[src/rtl/clk_div_pkg.sv]
// clk_div_pkg
//   Shared definitions for the clock-divider controller slice:
//   FSM state encoding, the smallest legal divisor and the default
//   counter width.
package clk_div_pkg;

  localparam int DEF_CNT_W = 16;
  localparam int MIN_DIV   = 2;

  typedef enum logic [1:0] {
    IDLE = 2'd0,
    RUN  = 2'd1,
    PEND = 2'd2
  } state_e;

endpackage

[src/rtl/clk_div_ctrl_if.sv]
// clk_div_ctrl_if
//   Bundles the run enable, the divisor config handshake and the
//   divider outputs.
//   master: drives en / cfg_valid / cfg_div, observes everything else.
//   slave : the divider controller itself.
interface clk_div_ctrl_if import clk_div_pkg::*; #(
  parameter int CNT_W = DEF_CNT_W
);

  logic             en;
  logic             cfg_valid;
  logic [CNT_W-1:0] cfg_div;
  logic             cfg_ready;
  logic             cfg_err;
  logic             tick;
  logic             clk_out;
  logic [CNT_W-1:0] cur_div;
  logic             busy;

  modport master (
    output en, cfg_valid, cfg_div,
    input  cfg_ready, cfg_err, tick, clk_out, cur_div, busy
  );

  modport slave (
    input  en, cfg_valid, cfg_div,
    output cfg_ready, cfg_err, tick, clk_out, cur_div, busy
  );

endinterface

[src/rtl/clk_div_core.sv]
// clk_div_core
//   Period counter plus registered tick / clk_out generation.
//   Ports:
//     clk, rst  : system clock, asynchronous active-high reset
//     run       : controller is counting this cycle (RUN or PEND)
//     run_next  : controller will be counting next cycle
//     cur_div   : divisor in effect this cycle
//     div_next  : divisor in effect next cycle
//     last      : this cycle is the final cycle of the period (k == N-1)
//     tick      : one-cycle enable on k == N-1
//     clk_out   : high for k < N/2
//   Outputs are registered from the next-count value so they line up
//   with the period cycle k they describe.
module clk_div_core import clk_div_pkg::*; #(
  parameter int CNT_W = DEF_CNT_W
) (
  input  logic             clk,
  input  logic             rst,
  input  logic             run,
  input  logic             run_next,
  input  logic [CNT_W-1:0] cur_div,
  input  logic [CNT_W-1:0] div_next,
  output logic             last,
  output logic             tick,
  output logic             clk_out
);

  localparam logic [CNT_W-1:0] ONE = CNT_W'(1);

  logic [CNT_W-1:0] cnt_reg, cnt_next;
  logic             tick_reg, clk_out_reg;

  assign last = run && (cnt_reg == cur_div - ONE);

  // The first counting cycle after IDLE is k=0, so the counter only
  // advances when it was already counting in the current cycle.
  always_comb begin
    cnt_next = cnt_reg + ONE;
    if (!run_next || !run || last) begin
      cnt_next = '0;
    end
  end

  always_ff @(posedge clk or posedge rst) begin
    if (rst) begin
      cnt_reg     <= '0;
      tick_reg    <= 1'b0;
      clk_out_reg <= 1'b0;
    end else begin
      cnt_reg     <= cnt_next;
      tick_reg    <= run_next && (cnt_next == div_next - ONE);
      clk_out_reg <= run_next && (cnt_next < (div_next >> 1));
    end
  end

  assign tick    = tick_reg;
  assign clk_out = clk_out_reg;

endmodule

[src/rtl/clk_div_ctrl.sv]
// clk_div_ctrl
//   Run-time programmable clock-enable generator. Owns the IDLE/RUN/PEND
//   FSM, the divisor config handshake and the current/pending divisor
//   registers; the period counter lives in clk_div_core.
//   Ports:
//     clk, rst : system clock, asynchronous active-high reset
//     bus      : clk_div_ctrl_if.slave (en, cfg_valid/cfg_div/cfg_ready,
//                cfg_err, tick, clk_out, cur_div, busy)
//   A new divisor only takes effect at a period boundary (or when the
//   block is idle / being disabled), so no output period is truncated.
//   DEFAULT_DIV must be >= 2.
module clk_div_ctrl import clk_div_pkg::*; #(
  parameter int CNT_W       = DEF_CNT_W,
  parameter int DEFAULT_DIV = 50
) (
  input  logic            clk,
  input  logic            rst,
  clk_div_ctrl_if.slave   bus
);

  localparam logic [1:0] S_IDLE = IDLE;
  localparam logic [1:0] S_RUN  = RUN;
  localparam logic [1:0] S_PEND = PEND;

  logic [1:0]       state_reg, state_next;
  logic [CNT_W-1:0] cur_div_reg, cur_div_next;
  logic [CNT_W-1:0] pend_div_reg, pend_div_next;
  logic             cfg_ready_reg;
  logic             cfg_err_reg, cfg_err_next;

  logic xfer, legal, run, run_next, last;

  assign xfer     = bus.cfg_valid && cfg_ready_reg;
  assign legal    = bus.cfg_div >= CNT_W'(MIN_DIV);
  assign run      = (state_reg == S_RUN) || (state_reg == S_PEND);
  assign run_next = (state_next != S_IDLE);

  always_comb begin
    state_next    = state_reg;
    cur_div_next  = cur_div_reg;
    pend_div_next = pend_div_reg;
    cfg_err_next  = xfer && !legal;

    if (!bus.en) begin
      // Disabling never loses a divisor: a pending one is committed,
      // and a same-cycle transfer goes straight into effect.
      state_next = S_IDLE;
      if (state_reg == S_PEND) begin
        cur_div_next = pend_div_reg;
      end
      if (xfer && legal) begin
        cur_div_next = bus.cfg_div;
      end
    end else begin
      case (state_reg)
        S_IDLE: begin
          state_next = S_RUN;
          if (xfer && legal) begin
            cur_div_next = bus.cfg_div;
          end
        end
        S_RUN: begin
          if (xfer && legal) begin
            if (last) begin
              cur_div_next = bus.cfg_div;
            end else begin
              pend_div_next = bus.cfg_div;
              state_next    = S_PEND;
            end
          end
        end
        S_PEND: begin
          if (last) begin
            cur_div_next = pend_div_reg;
            state_next   = S_RUN;
          end
        end
        default: state_next = S_IDLE;
      endcase
    end
  end

  always_ff @(posedge clk or posedge rst) begin
    if (rst) begin
      state_reg     <= S_IDLE;
      cur_div_reg   <= CNT_W'(DEFAULT_DIV);
      pend_div_reg  <= '0;
      cfg_ready_reg <= 1'b1;
      cfg_err_reg   <= 1'b0;
    end else begin
      state_reg     <= state_next;
      cur_div_reg   <= cur_div_next;
      pend_div_reg  <= pend_div_next;
      cfg_ready_reg <= (state_next != S_PEND);
      cfg_err_reg   <= cfg_err_next;
    end
  end

  clk_div_core #(.CNT_W(CNT_W)) u_core (
    .clk      (clk),
    .rst      (rst),
    .run      (run),
    .run_next (run_next),
    .cur_div  (cur_div_reg),
    .div_next (cur_div_next),
    .last     (last),
    .tick     (bus.tick),
    .clk_out  (bus.clk_out)
  );

  assign bus.cfg_ready = cfg_ready_reg;
  assign bus.cfg_err   = cfg_err_reg;
  assign bus.cur_div   = cur_div_reg;
  assign bus.busy      = (state_reg == S_PEND);

endmodule

[src/flat_wrapper.sv]
// flat-port wrapper written by rule: the top's interface ports become plain ports
module clk_div_ctrl_flat import clk_div_pkg::*;
#(
  parameter int CNT_W       = DEF_CNT_W,
  parameter int DEFAULT_DIV = 50
)
  (clk, rst, bus_en, bus_cfg_valid, bus_cfg_div, bus_cfg_ready, bus_cfg_err, bus_tick, bus_clk_out, bus_cur_div, bus_busy);
  clk_div_ctrl_if #(.CNT_W(CNT_W)) bus_i ();
  input  logic clk;
  input  logic rst;
  input wire logic [$bits(bus_i.en)-1:0] bus_en;
  input wire logic [$bits(bus_i.cfg_valid)-1:0] bus_cfg_valid;
  input wire logic [$bits(bus_i.cfg_div)-1:0] bus_cfg_div;
  output wire logic [$bits(bus_i.cfg_ready)-1:0] bus_cfg_ready;
  output wire logic [$bits(bus_i.cfg_err)-1:0] bus_cfg_err;
  output wire logic [$bits(bus_i.tick)-1:0] bus_tick;
  output wire logic [$bits(bus_i.clk_out)-1:0] bus_clk_out;
  output wire logic [$bits(bus_i.cur_div)-1:0] bus_cur_div;
  output wire logic [$bits(bus_i.busy)-1:0] bus_busy;
  assign bus_i.en = bus_en;
  assign bus_i.cfg_valid = bus_cfg_valid;
  assign bus_i.cfg_div = bus_cfg_div;
  assign bus_cfg_ready = bus_i.cfg_ready;
  assign bus_cfg_err = bus_i.cfg_err;
  assign bus_tick = bus_i.tick;
  assign bus_clk_out = bus_i.clk_out;
  assign bus_cur_div = bus_i.cur_div;
  assign bus_busy = bus_i.busy;
  clk_div_ctrl #(.CNT_W(CNT_W), .DEFAULT_DIV(DEFAULT_DIV)) u_core (.clk(clk), .rst(rst), .bus(bus_i));
endmodule
[config.mk]
export PLATFORM = sky130hd
export DESIGN_NAME = clk_div_ctrl_flat
export DESIGN_NICKNAME = d
export VERILOG_FILES = /design/src/rtl/clk_div_pkg.sv /design/src/rtl/clk_div_ctrl_if.sv /design/src/rtl/clk_div_core.sv /design/src/rtl/clk_div_ctrl.sv /design/src/flat_wrapper.sv
export SDC_FILE = /design/constraint.sdc
export NUM_CORES = 1
export LEC_CHECK = 0
export BUFFER_PORTS_ARGS = -buffer_cell sky130_fd_sc_hd__buf_2
export CORE_MARGIN = 2
export CORE_UTILIZATION = 55
export CTS_CLUSTER_DIAMETER = 80
export DETAILED_ROUTE_END_ITERATION = 8
export PLACE_DENSITY_LB_ADDON = 0.15
export SETUP_SLACK_MARGIN = 0.4
export SYNTH_ARGS = -nofsm -noshare
export SYNTH_HDL_FRONTEND = slang
export SYNTH_SLANG_ARGS = --single-unit
[constraint.sdc]
create_clock -name clk -period 5.5 [get_ports clk]
set_input_delay 1.1 -clock clk [delete_from_list [all_inputs] [get_ports clk]]
set_output_delay 1.1 -clock clk [all_outputs]
set_load 0.03 [all_outputs]
# ---- After elaboration in Yosys (flattened, before gate mapping)
# Index checks and enable logic that the tools add are counted.
dict set report classes {
  n_addsub 3
  n_lt_le_gt_ge 2
  n_eq_ne 5
  mux 14
  bitwise 1
  n_reduce_logical 15
}
# cell n
set op_table {}
lappend op_table {{$mux W16} 8}
lappend op_table {{$pmux W16 S3} 1}
lappend op_table {{$eq A16 B16 Y1} 2}
lappend op_table {{$sub A16 B1 Y16 const B} 2}
lappend op_table {{$add A16 B1 Y16 const B} 1}
lappend op_table {{$ge A16 B2 Y1 const B} 1}
lappend op_table {{$lt A16 B15 Y1} 1}
lappend op_table {{$mux W2} 4}
lappend op_table {{$logic_and A1 B1 Y1} 6}
lappend op_table {{$pmux W2 S3} 1}
lappend op_table {{$reduce_and A4 Y1} 1}
lappend op_table {{$logic_not A1 Y1} 3}
lappend op_table {{$logic_or A1 B1 Y1} 3}
lappend op_table {{$eq A2 B1 Y1 const B} 1}
lappend op_table {{$eq A2 B2 Y1 const B} 1}
lappend op_table {{$logic_not A2 Y1} 1}
lappend op_table {{$ne A2 B2 Y1 const B} 1}
lappend op_table {{$reduce_bool A2 Y1} 1}
lappend op_table {{$not A1 Y1} 1}
dict set report word_totals {
  regBits 54
  inputBits 20
  out_inout_bits 21
  elab_cells 48
}

# ---- Longest topological paths before layout
dict set report depth {
  word_depth 14
  mapped_depth 21
  mapped_depth_nobuf 17
}

# ---- Cells and area by module
# A second synthesis with hierarchy kept.
dict set report unflattened {
  cells_unflattened 526
  hier_area_um2 4772.1
}
# mod instances cells_each area_per_inst_um2 seq_area_each_um2
set by_module_without_submodules {}
lappend by_module_without_submodules {clk_div_core 1 316 2537.4 450.4}
lappend by_module_without_submodules {clk_div_ctrl 1 210 2234.6 905.9}

# ---- Worst setup path after synthesis
# OpenSTA, ideal clock, no wires.
dict set report synth_path {
  kind {flip-flop to flip-flop}
  from {reg u_core.cur_div_reg[0], in the netlist u_core.bus.cur_div[0]}
  to {reg u_core.u_core.tick_reg, in the netlist u_core.u_core.tick}
  setup_ps 122
  arrival_ps 4861
  required_time_ps 5378
  setup_slack_ps 517
  path_stages_with_launch 18
  n_path_buf 2
  period_less_slack_ps 4983
  path_cell_list {dfrtp_1 > buf_6 > inv_1 > ha_1 > or3b_2 > or3_1 > a222oi_1 > nand3_1 > nor4_4 > nor3_4 > a221oi_4 > nand4_4 > or4_1 > buf_2 > or3_4 > a211oi_1 > a211oi_1 > o2111a_1}
}
dict set report synth_via {
  elab_chain_len 14
  word_cells_on_any_way 24
  cone_classes {2 x add/sub; 2 x eq/ne; 14 x mux; 6 x reduce/logical}
}
# element line_no
set synth_rtl {}
lappend synth_rtl {{start: declaration} clk_div_ctrl.sv:26} ;# logic [CNT_W-1:0] cur_div_reg, cur_div_next;
lappend synth_rtl {{start signal: assignment} clk_div_ctrl.sv:86} ;# cur_div_reg <= CNT_W'(DEFAULT_DIV);
lappend synth_rtl {{start signal: assignment} clk_div_ctrl.sv:92} ;# cur_div_reg <= cur_div_next;
lappend synth_rtl {{branches (longest 13 deep; another with $sub A16 B1 Y16)} n/a}
lappend synth_rtl {{$logic_and A1 B1 Y1 *} clk_div_core.sv:51} ;# tick_reg <= run_next && (cnt_next == div_next - ONE);
lappend synth_rtl {{end signal: assignment} clk_div_core.sv:51}
lappend synth_rtl {{end: declaration} clk_div_core.sv:31} ;# logic tick_reg, clk_out_reg;
# Mark *: on every way between the ends.
# A chain may end at the register's enable or synchronous reset.

# ---- Worst setup path after layout
dict set report layout_path {
  from {reg u_core.cur_div_reg[0], in the netlist u_core.bus.cur_div[0]}
  to {reg u_core.u_core.tick_reg, in the netlist u_core.u_core.tick}
}
dict set report layout_via {
  word_cells_on_any_way 24
  cone_classes {2 x add/sub; 2 x eq/ne; 14 x mux; 6 x reduce/logical}
}
# element line_no
set layout_lines {}
lappend layout_lines {{$sub A16 B1 Y16 *} clk_div_core.sv:33} ;# assign last = run && (cnt_reg == cur_div - ONE);
lappend layout_lines {{$eq A16 B16 Y1 *} clk_div_core.sv:33}
lappend layout_lines {{$logic_and A1 B1 Y1 *} clk_div_core.sv:33}
lappend layout_lines {{$mux W16} clk_div_ctrl.sv:64} ;# if (last) begin
lappend layout_lines {{$mux W16} clk_div_ctrl.sv:63} ;# if (xfer && legal) begin
lappend layout_lines {{$pmux W16 S3 *} clk_div_ctrl.sv:55} ;# case (state_reg)
lappend layout_lines {{$mux W16 *} clk_div_ctrl.sv:44} ;# if (!bus.en) begin
lappend layout_lines {{net u_core.cur_div_next[6]} clk_div_ctrl.sv:26}
lappend layout_lines {{$sub A16 B1 Y16 *} clk_div_core.sv:51}
lappend layout_lines {{$eq A16 B16 Y1 *} clk_div_core.sv:51}
lappend layout_lines {{$logic_and A1 B1 Y1 *} clk_div_core.sv:51}
# Mark *: on every way through the listed nets, which the timed path passes. The rest lies on a longest branch.

==> impl_summary.txt <==
----------------------------------------------------
[Placement]
  Final weighted congestion in routability-driven placement ... 0.971
  PortBufs ... 40
  Detailed-placement wirelength estimate ... 11700 um
  Post-placement worst setup slack ... 0.0381 ns
  Area of placed instances ... 5430 um2

[Finish]
  Number of antenna diodes ... 0
  Summed area of non-filler cells in the final layout ... 5670 um2
  Number of fillers in the final layout ... 787
  Layout Area Growth over Synthesis ... 11.5%
  Layout net count ... 681
  Fraction of layout cells with a size suffix above 1 ... 21.8%

[Floorplanning]
  Die Footprint ... 10000 um2
  Starting Density ... 55.8%
  I/O pin total ... 41
  Die H ... 100 um
  Standard-cell row count ... 35
  Width of the die ... 100 um
  Core ar. ... 9110 um2

[Clock network]
  Library cell used as clock root buffer ... clkbuf_8
  Number of buffers created by CTS ... 5
  CTS tree ... yes
  Number of buffers inserted for hold repair after clock tree synthesis ... 0
  Clock slew seen by the registers of the worst setup and hold paths ... 0.12 ns
  H-Tree Depth ... 2
  Clock Latency Late Sink ... 0.33 ns
  Clock Sinks ... 54
  Clk buf depth ... 2

[Timing]
  Clk_skew ... 0.00746 ns
  Fin worst setup slack ... 0.525 ns
  Slew HR ... 37.5%
  Setup TNS ... 0 ns
  F_max ... 0.201 GHz
  Final critical path time including I/O delays and setup ... 4.98 ns
  Final setup violation count ... 0
  Count of pins over their slew limit ... 0
  Count of endpoints failing hold in the final timing report ... 0
  Part of the cycle the worst path needs ... 90.5%
  Transition time of the tightest slew-check pin ... 0.934 ns
  Unrepaired setup endpoints after global routing ... false

[Detailed routing]
  Starting DRC count in detailed routing ... 385
  DR vias ... 4945
  Drt total wl ... 15300 um
  DRC violation count after routing ... 0
  Met1 Routed Length ... 6510 um
  Detailed-route wire length per cell ... 20.3 um
  Metal3 WL ... 1040 um
  Detail-routed via count per cell ... 6.58
  Router iterations before antenna repair ... 5
  Max Used Layer ... met4
  Met2 Wirelength ... 7250 um
  Post-detailed-route count of antenna-violating nets ... 0

[GRT]
  Leftover overflow at the end of global routing ... 0
  GRT Resource Usage Total ... 31.1%
  Largest net degree at the start of global routing ... 33
  Number of antenna violations at the first check in global routing ... 0
  Via count of the first global-routing pass ... 4855
  First-pass GRT wire length ... 24800 um

[Worst setup path]
  Required time of the critical path ... 5.77 ns
  Kind of capture point of the worst setup path ... flop
  Worst Setup Path Type ... reg -> reg
  Worst Setup Start Kind ... flop
  Highest net fanout along the worst path ... 9
  Worst Path Arrival ... 5.25 ns

[Synth]
  Share of Yosys cell area claimed by the top area cell type ... 24.6%
  Predominant post-synthesis flop cell ... dfrtp_1
  Share of synthesized registers carrying an async set or reset ... 100%
  Number of cells produced by synthesis ... 600
  Synth top area cells ... dfrtp_1 25%, xnor2_1 5.5%, ha_1 5.2%
  Number of flip-flops and latches in the synthesized netlist ... 54
  Most common cell in the synthesized netlist ... nor2_1
  Number of distinct standard cells referenced by the synthesized netlist ... 82
  Sequential-to-total area share from yosys stat ... 26.7%
  Area of the mapped netlist ... 5080 um2
  Number of warnings issued by yosys ... 0
  Mean instance size in the synthesized netlist ... 8.47 um2
  Largest area contributor in the synthesized netlist ... dfrtp_1
  Commonest cells post-synth ... 52 x nor2_1, 50 x dfrtp_1, 42 x nand2_1
  Synthesized net count ... 641
  Number of enable-type register cells in the synthesized netlist ... 0

[Power and ir drop]
  Maximum ir drop on the vdd rail ... 0.000198 V
  Power density over cell area ... 482 nW/um2
  LEAKAGE ... 2.30 nW

[Flow run]
  Max-capacitance violation count ... 0

[Worst hold path]
  Hold WC Path Type ... reg -> reg

[Status]
  Run status ... completed

----------------------------------------------------
==> where the power goes <==
group | total (mW) | switching, mW | internal, mW
logic | 1.71 | 1.06 | 0.643
clock network | 0.296 | 0.157 | 0.139
registers | 0.727 | 0.192 | 0.536
total | 2.73 | 1.41 | 1.32
==> kinds of logic after synthesis <==
group / Yosys count / share of synthesized area [%]
flops: 54 / 26.7
compound gates: 150 / 22.3
mux: 35 / 7.29
simple gates: 217 / 23.6
buf+inv: 71 / 5.98
xor+xnor: 52 / 8.96
fa+ha+maj: 21 / 5.17
==> layout by cell type (no fill, tap or decap), drive strengths merged, types with 3 or more instances in the layout <==
cell type	instances
a211oi	10
o31ai	8
inv	35
buf	69
nand2b	8
and3	11
xor2	20
mux2	16
nand4	17
a21oi	24
or3	5
nand2	42
a211o	5
a41oi	3
nor2	52
o21ai	27
and2	7
o221ai	3
ha	21
dfstp	4
nor2b	4
or4	7
a2111oi	4
nor4b	3
o211ai	15
xnor2	32
or2	3
a22oi	5
a31oi	7
nor4	14
dfrtp	50
clkbuf	5
a21o	6
nor3	16
mux2i	19
nand3	21
o21a	4
==> through the flow <==
stage	cells	hold slack [ns]	total power [mW]	utilization, %
2_1_floorplan	600	0.481	1.89	-
3_3_place_gp	739	0.495	2.31	59.6
3_5_place_dp	739	0.521	2.35	59.6
4_1_cts	752	0.553	2.67	61.4
5_1_grt	752	0.564	2.90	62.2
6_report	752	0.548	2.73	62.2
==> area by class of cell <==
class / count / area [um2] / share of cell area (%)
clock inverters: 3 / 48.8 / 0.861
repair buffers: 69 / 425 / 7.51
well taps: 111 / 139 / 2.45
clock buffers: 5 / 68.8 / 1.21
inverters: 35 / 131 / 2.32
flip-flops and latches: 54 / 1360 / 24.0
multi-input cells: 475 / 3500 / 61.7
==> worst paths after layout <==
check / slack [ns] / to / cells past startpoint / start
worst min register to register: 0.55 / u_core.pend_div_reg[0] / 1 / u_core.pend_div_reg[0]
worst max-delay path: 0.52 / u_core.u_core.tick / 15 / u_core.bus.cur_div[0]
worst min-delay path: 0.55 / u_core.pend_div_reg[0] / 1 / u_core.pend_div_reg[0]
worst max register to register: 0.52 / u_core.u_core.tick / 15 / u_core.bus.cur_div[0]
min in group asynchronous: 0.80 / u_core.pend_div_reg[15] / 2 / rst
max in group asynchronous: 3.83 / u_core.bus.cur_div[5] / 3 / rst
==> worst max-delay path: stages (launching register included) <==
cell       delay [ns]
dfrtp_2          0.45
or4_4            0.60
or4b_4           0.52
a2111oi_4        0.35
and4_4           0.31
nand4_4          0.17
buf_4            0.19
o22ai_1          0.55
a211oi_2         0.28
buf_4            0.22
inv_1            0.08
xnor2_1          0.17
nand2_1          0.08
or2_2            0.31
a2111oi_4        0.40
o2111a_1         0.23
==> layer usage <==
layer	track usage, %	up-vias
met5	0	-
met4	11.2	0
met3	4.32	42
met2	52.8	197
met1	40.6	2404
li1	-	2302
==> what timing repair did <==
| item | CTS | global route |
|---|---|---|
| setup buffers | 5 | 0 |
| gates resized for setup | 4 | 18 |
| pin swaps | 5 | 8 |
| endpoints found under the setup margin | 2 | 2 |
(Power assumes the default switching activity.)
